## src/rtl/shift_add_mult.sv

```systemverilog
// rtl/shift_add_mult.sv - sequential unsigned shift-and-add multiplier with start/busy/done handshake
module shift_add_mult #(
    parameter int WIDTH = 4
) (
    input  logic                 clk,
    input  logic                 clr,
    input  logic                 start,
    input  logic [WIDTH-1:0]     mcand,
    input  logic [WIDTH-1:0]     mplier,
    output logic                 busy,
    output logic                 done,
    output logic [2*WIDTH-1:0]   p
);

    localparam int CW = $clog2(WIDTH + 1);

    typedef enum logic [1:0] {
        IDLE = 2'd0,
        RUN  = 2'd1,
        DONE = 2'd2
    } state_t;

    state_t               state_q;
    logic                 busy_q;
    logic                 done_q;
    logic [2*WIDTH-1:0]   p_q;
    logic [WIDTH-1:0]     m_q;
    logic                 c_q;
    logic [WIDTH-1:0]     a_q;
    logic [WIDTH-1:0]     q_q;
    logic [CW-1:0]        cnt_q;
    logic [WIDTH:0]       sum_d;
    logic                 last_d;

    // C is zero between iterations, so {C,A} never overflows WIDTH+1 bits.
    always_comb begin
        sum_d  = {c_q, a_q} + {1'b0, m_q & {WIDTH{q_q[0]}}};
        last_d = (cnt_q == CW'(WIDTH - 1));
    end

    always_ff @(posedge clk) begin
        if (!clr) begin
            state_q <= IDLE;
            busy_q  <= 1'b0;
            done_q  <= 1'b0;
            p_q     <= '0;
            m_q     <= '0;
            c_q     <= 1'b0;
            a_q     <= '0;
            q_q     <= '0;
            cnt_q   <= '0;
        end else begin
            case (state_q)
                IDLE: begin
                    if (start) begin
                        m_q     <= mcand;
                        q_q     <= mplier;
                        a_q     <= '0;
                        c_q     <= 1'b0;
                        cnt_q   <= '0;
                        busy_q  <= 1'b1;
                        state_q <= RUN;
                    end
                end
                RUN: begin
                    // Add and shift in one edge: the carry lands in A's MSB.
                    {c_q, a_q, q_q} <= {1'b0, sum_d, q_q[WIDTH-1:1]};
                    cnt_q           <= cnt_q + CW'(1);
                    if (last_d) begin
                        p_q     <= {sum_d, q_q[WIDTH-1:1]};
                        done_q  <= 1'b1;
                        state_q <= DONE;
                    end
                end
                DONE: begin
                    busy_q  <= 1'b0;
                    done_q  <= 1'b0;
                    state_q <= IDLE;
                end
                default: begin
                    busy_q  <= 1'b0;
                    done_q  <= 1'b0;
                    state_q <= IDLE;
                end
            endcase
        end
    end

    assign busy = busy_q;
    assign done = done_q;
    assign p    = p_q;

endmodule

```

## config.mk

```make
export PLATFORM = sky130hd
export DESIGN_NAME = shift_add_mult
export DESIGN_NICKNAME = d
export VERILOG_FILES = /design/src/rtl/shift_add_mult.sv
export SDC_FILE = /design/constraint.sdc
export NUM_CORES = 1
export LEC_CHECK = 0
export CORE_MARGIN = 5
export CORE_UTILIZATION = 45
export DETAILED_ROUTE_END_ITERATION = 10
export PLACE_DENSITY = 0.73
export SYNTH_ARGS = -nofsm -noshare
export SYNTH_HDL_FRONTEND = slang
export SYNTH_SLANG_ARGS = --single-unit
```

## constraint.sdc

```tcl
create_clock -name clk -period 1.93 [get_ports clk]
set_input_delay 0.386 -clock clk [delete_from_list [all_inputs] [get_ports clk]]
set_output_delay 0.386 -clock clk [all_outputs]
set_load 0.01 [all_outputs]
```

==> summary.txt <==
GRT overflow -> 0
Pwr Density -> 654 mW/mm^2
Synth Area in Adders -> 7.89%
Total Routing Usage GR -> 14.6%
Total CTS buffers -> 3
Switching Share -> 24.6%
TritonCTS clock tree -> built
Post-Syn Area -> 0.00120 mm^2
R2R Setup Slk -> 180 ps
Drt pass-1 iters -> 4
IR Drop Worst-Case VDD -> 438 uV
Vias in the first global route -> 937
Antenna Cells -> 0
Clk_lat worst skew -> 330 ps
CP bufs+invs -> 0
Yosys warning count -> 0
Share of total power in the clock network -> 25.8%
Period minus WS final -> 1750 ps
Syn Inst Count -> 134
Slew Limit Fails -> 0
Vias per cell -> 5.26
DR DRC count -> 0
Layout Nets -> 173
Initial Utilization -> 47.8%
Non-filler cells in the finished layout -> 184
Hpwl dp -> 1.82 mm
Clk root buf -> clkbuf_4
Reg2reg start -> q_q[0]
Num ports -> 21
Hold_sp -> p[1]
Final setup TNS -> 0 ps
CP max FO -> 5
Initial DRC count -> 45
Combinational share of power -> 11.6%
Final Skew -> 5.88 ps
HP Class -> flip-flop to flip-flop
Top cell by count, worst path -> and2_1
Reg2reg path depth -> 6
Crit-path cells -> and2_1 > ha_1 > fa_1 > xnor2_1 > o22ai_1 > and2_1
Synth Area in Simple Gates -> 20.8%
DR vias -> 967
Final Cycle Share -> 90.6%
Sinks on Clock Net -> 27
Mux cell area share after synthesis -> 4.26%
Internal power -> 0.713 mW
Rows -> 18
Clk buf depth -> 2
Main synth FF type -> dfxtp_1
Synthesized Nets -> 152
Die H -> 61.7 um
Wire per inst -> 12.9 um
Register area share after synthesis -> 44.9%
Worst hold endpoint -> p[1]
Sw Pwr -> 0.233 mW
Setup bufs post-CTS -> 0
Synth Area in Compound Gates -> 16.6%
Die area -> 0.00381 mm^2
Port bufs -> 20
Die X -> 61.7 um
H-tree Lvls -> 1
Xor-xnor portion of the synthesized cell area -> 0.727%
Max Fclk -> 572 MHz
Max Cap Violations -> 0
Post-cts sizing count -> 0
Core Area -> 0.00252 mm^2
Final wirelength -> 2.37 mm
Worst endpoint required time -> 2160 ps
Post-detailed-route count of antenna-violating nets -> 0
Final Setup Violations -> 0
Mapped Avg Cell Area -> 8.99 um^2
Largest net degree at the start of global routing -> 15
Antenna violations before repair -> 0
Leakage -> 0.596 nW
Hold Buf Count CTS -> 0
Max-slew headroom -> 69.8%
Setup crit start -> q_q[0]
Sequential share of power -> 62.6%
Post-synth EDFFs -> 0
Worst slew pin tran -> 441 ps
Synth cell types -> 33
CP top delay family -> adder cells
Clock slew seen by the registers of the worst setup and hold paths -> 140 ps
Reg2reg end -> a_q[1]
Layout cells sized above 1 -> 5.84%
Post-synthesis register bit count -> 27
Layout area overhead -> 20.1%
Hold slack final -> 461 ps
Synth async-reset ratio -> 0%
Inst Count DP -> 180
First-pass GRT wire length -> 4.08 mm
Crit end category -> flip-flop
Main combinational cell family by area after synthesis -> simple AND/OR/NAND/NOR gates
Worst Setup Path Type -> flip-flop to flip-flop
Gpl congestion -> 0.748
CP max-delay cell -> fa_1
Run status -> complete, no violations
RSZ-0062 raised after global routing -> no
Final Hold Viols -> 0
Worst path max stage delay -> 430 ps
Critical Path AT -> 1980 ps
Hold depth -> 2
Crit path launch type -> flip-flop
## worst min-delay path, stage by stage (launching register included)
cell and delay, ps:
dfxtp_1 330, nand2_1 50, a21oi_1 50
## cells in the mapped netlist (2+ instances only)
master / number / area, um^2
a2111oi_0: 2 / 17.5
buf_2: 2 / 10.0
ha_1: 6 / 75.1
a21o_1: 3 / 22.5
and2_1: 5 / 31.3
nand2b_1: 3 / 18.8
a311oi_1: 4 / 35.0
dfxtp_1: 27 / 541
a311o_1: 2 / 20.0
nand3_1: 3 / 15.0
mux2i_1: 4 / 40.0
inv_1: 4 / 15.0
clkbuf_1: 2 / 7.51
a21oi_1: 12 / 60.1
nor2_1: 14 / 52.6
buf_4: 2 / 15.0
nand2_1: 23 / 86.3
## cells by family after synthesis
| group | count (synthesis) |
|---|---|
| AOI/OAI and AO/OA | 29 |
| xor gates and xnor gates | 1 |
| adders and majority gates | 7 |
| buffers and inverters | 11 |
| DFF | 27 |
| muxes | 5 |
| and+or+nand+nor | 54 |
## cells in the final DEF, fill, tap and decap left out, drive strengths merged
cell,synthesis,final
dfxtp,27,27
nand2,23,23
clkdlybuf4s50,0,20
nor2,14,14
a21oi,12,12
ha,6,6
and2,5,5
inv,4,4
a311oi,4,4
mux2i,4,4
clkbuf,2,4
nand2b,3,3
nand3,3,3
a21o,3,3
buf,5,3
a2111oi,2,2
a311o,2,2
nor2b,1,1
or3b,1,1
o21ba,1,1
mux2,1,1
o21a,1,1
and3b,1,1
nand3b,1,1
and3,1,1
xnor2,1,1
a211oi,1,1
nor3,1,1
o21ai,1,1
o32ai,1,1
o22ai,1,1
fa,1,1
## cell type report
class	count	area, um^2
multi-input combinational	96	606
tap	30	37.5
fill	233	1070
inverter	4	15.0
timing repair buffer	23	223
sequential	27	541
clock buffer	4	26.3
## power by group through the flow
stage,combinational (mW),sequential (mW),clock (mW)
after CTS,0.111,0.592,0.251
after detailed placement,0.110,0.605,0
after global placement,0.108,0.603,0
after floorplan,0.0726,0.602,0
final,0.110,0.592,0.244
after global routing,0.122,0.595,0.271
## metal layers
| metal | routed length (um) | track usage (%) |
|---|---|---|
| met1 | 1110 | 18.2 |
| met2 | 1100 | 23.8 |
| met3 | 119 | 3.72 |
| met4 | 45 | 6.36 |
| met5 | 0 | 0 |
## sequential cells by signal, summed over array words and instances (netlist names)
register,count
a_q,4
q_q,4
done,1
state_q,2
m_q,4
cnt_q,3
p,8
busy,1
## how the worst max path moves through the flow
stage	to	slack (ps)	cells after the start
4_1_cts	a_q[1]	180	6
2_1_floorplan	a_q[3]	310	6
3_3_place_gp	m_q[0]	170	4
5_1_grt	p[6]	60	5
3_5_place_dp	m_q[2]	150	4
6_report	a_q[1]	180	6
## per-stage QoR
stage,util (%),power (mW),cell area [um^2],setup slack (ps)
final,57.4,0.946,1450,182
after detailed placement,56.3,0.715,1420,151
after floorplan,-,0.674,1200,309
after CTS,57.4,0.955,1450,177
after global routing,57.4,0.988,1450,61.5
after global placement,56.3,0.711,1420,170
Power figures use the tool's default switching activity.
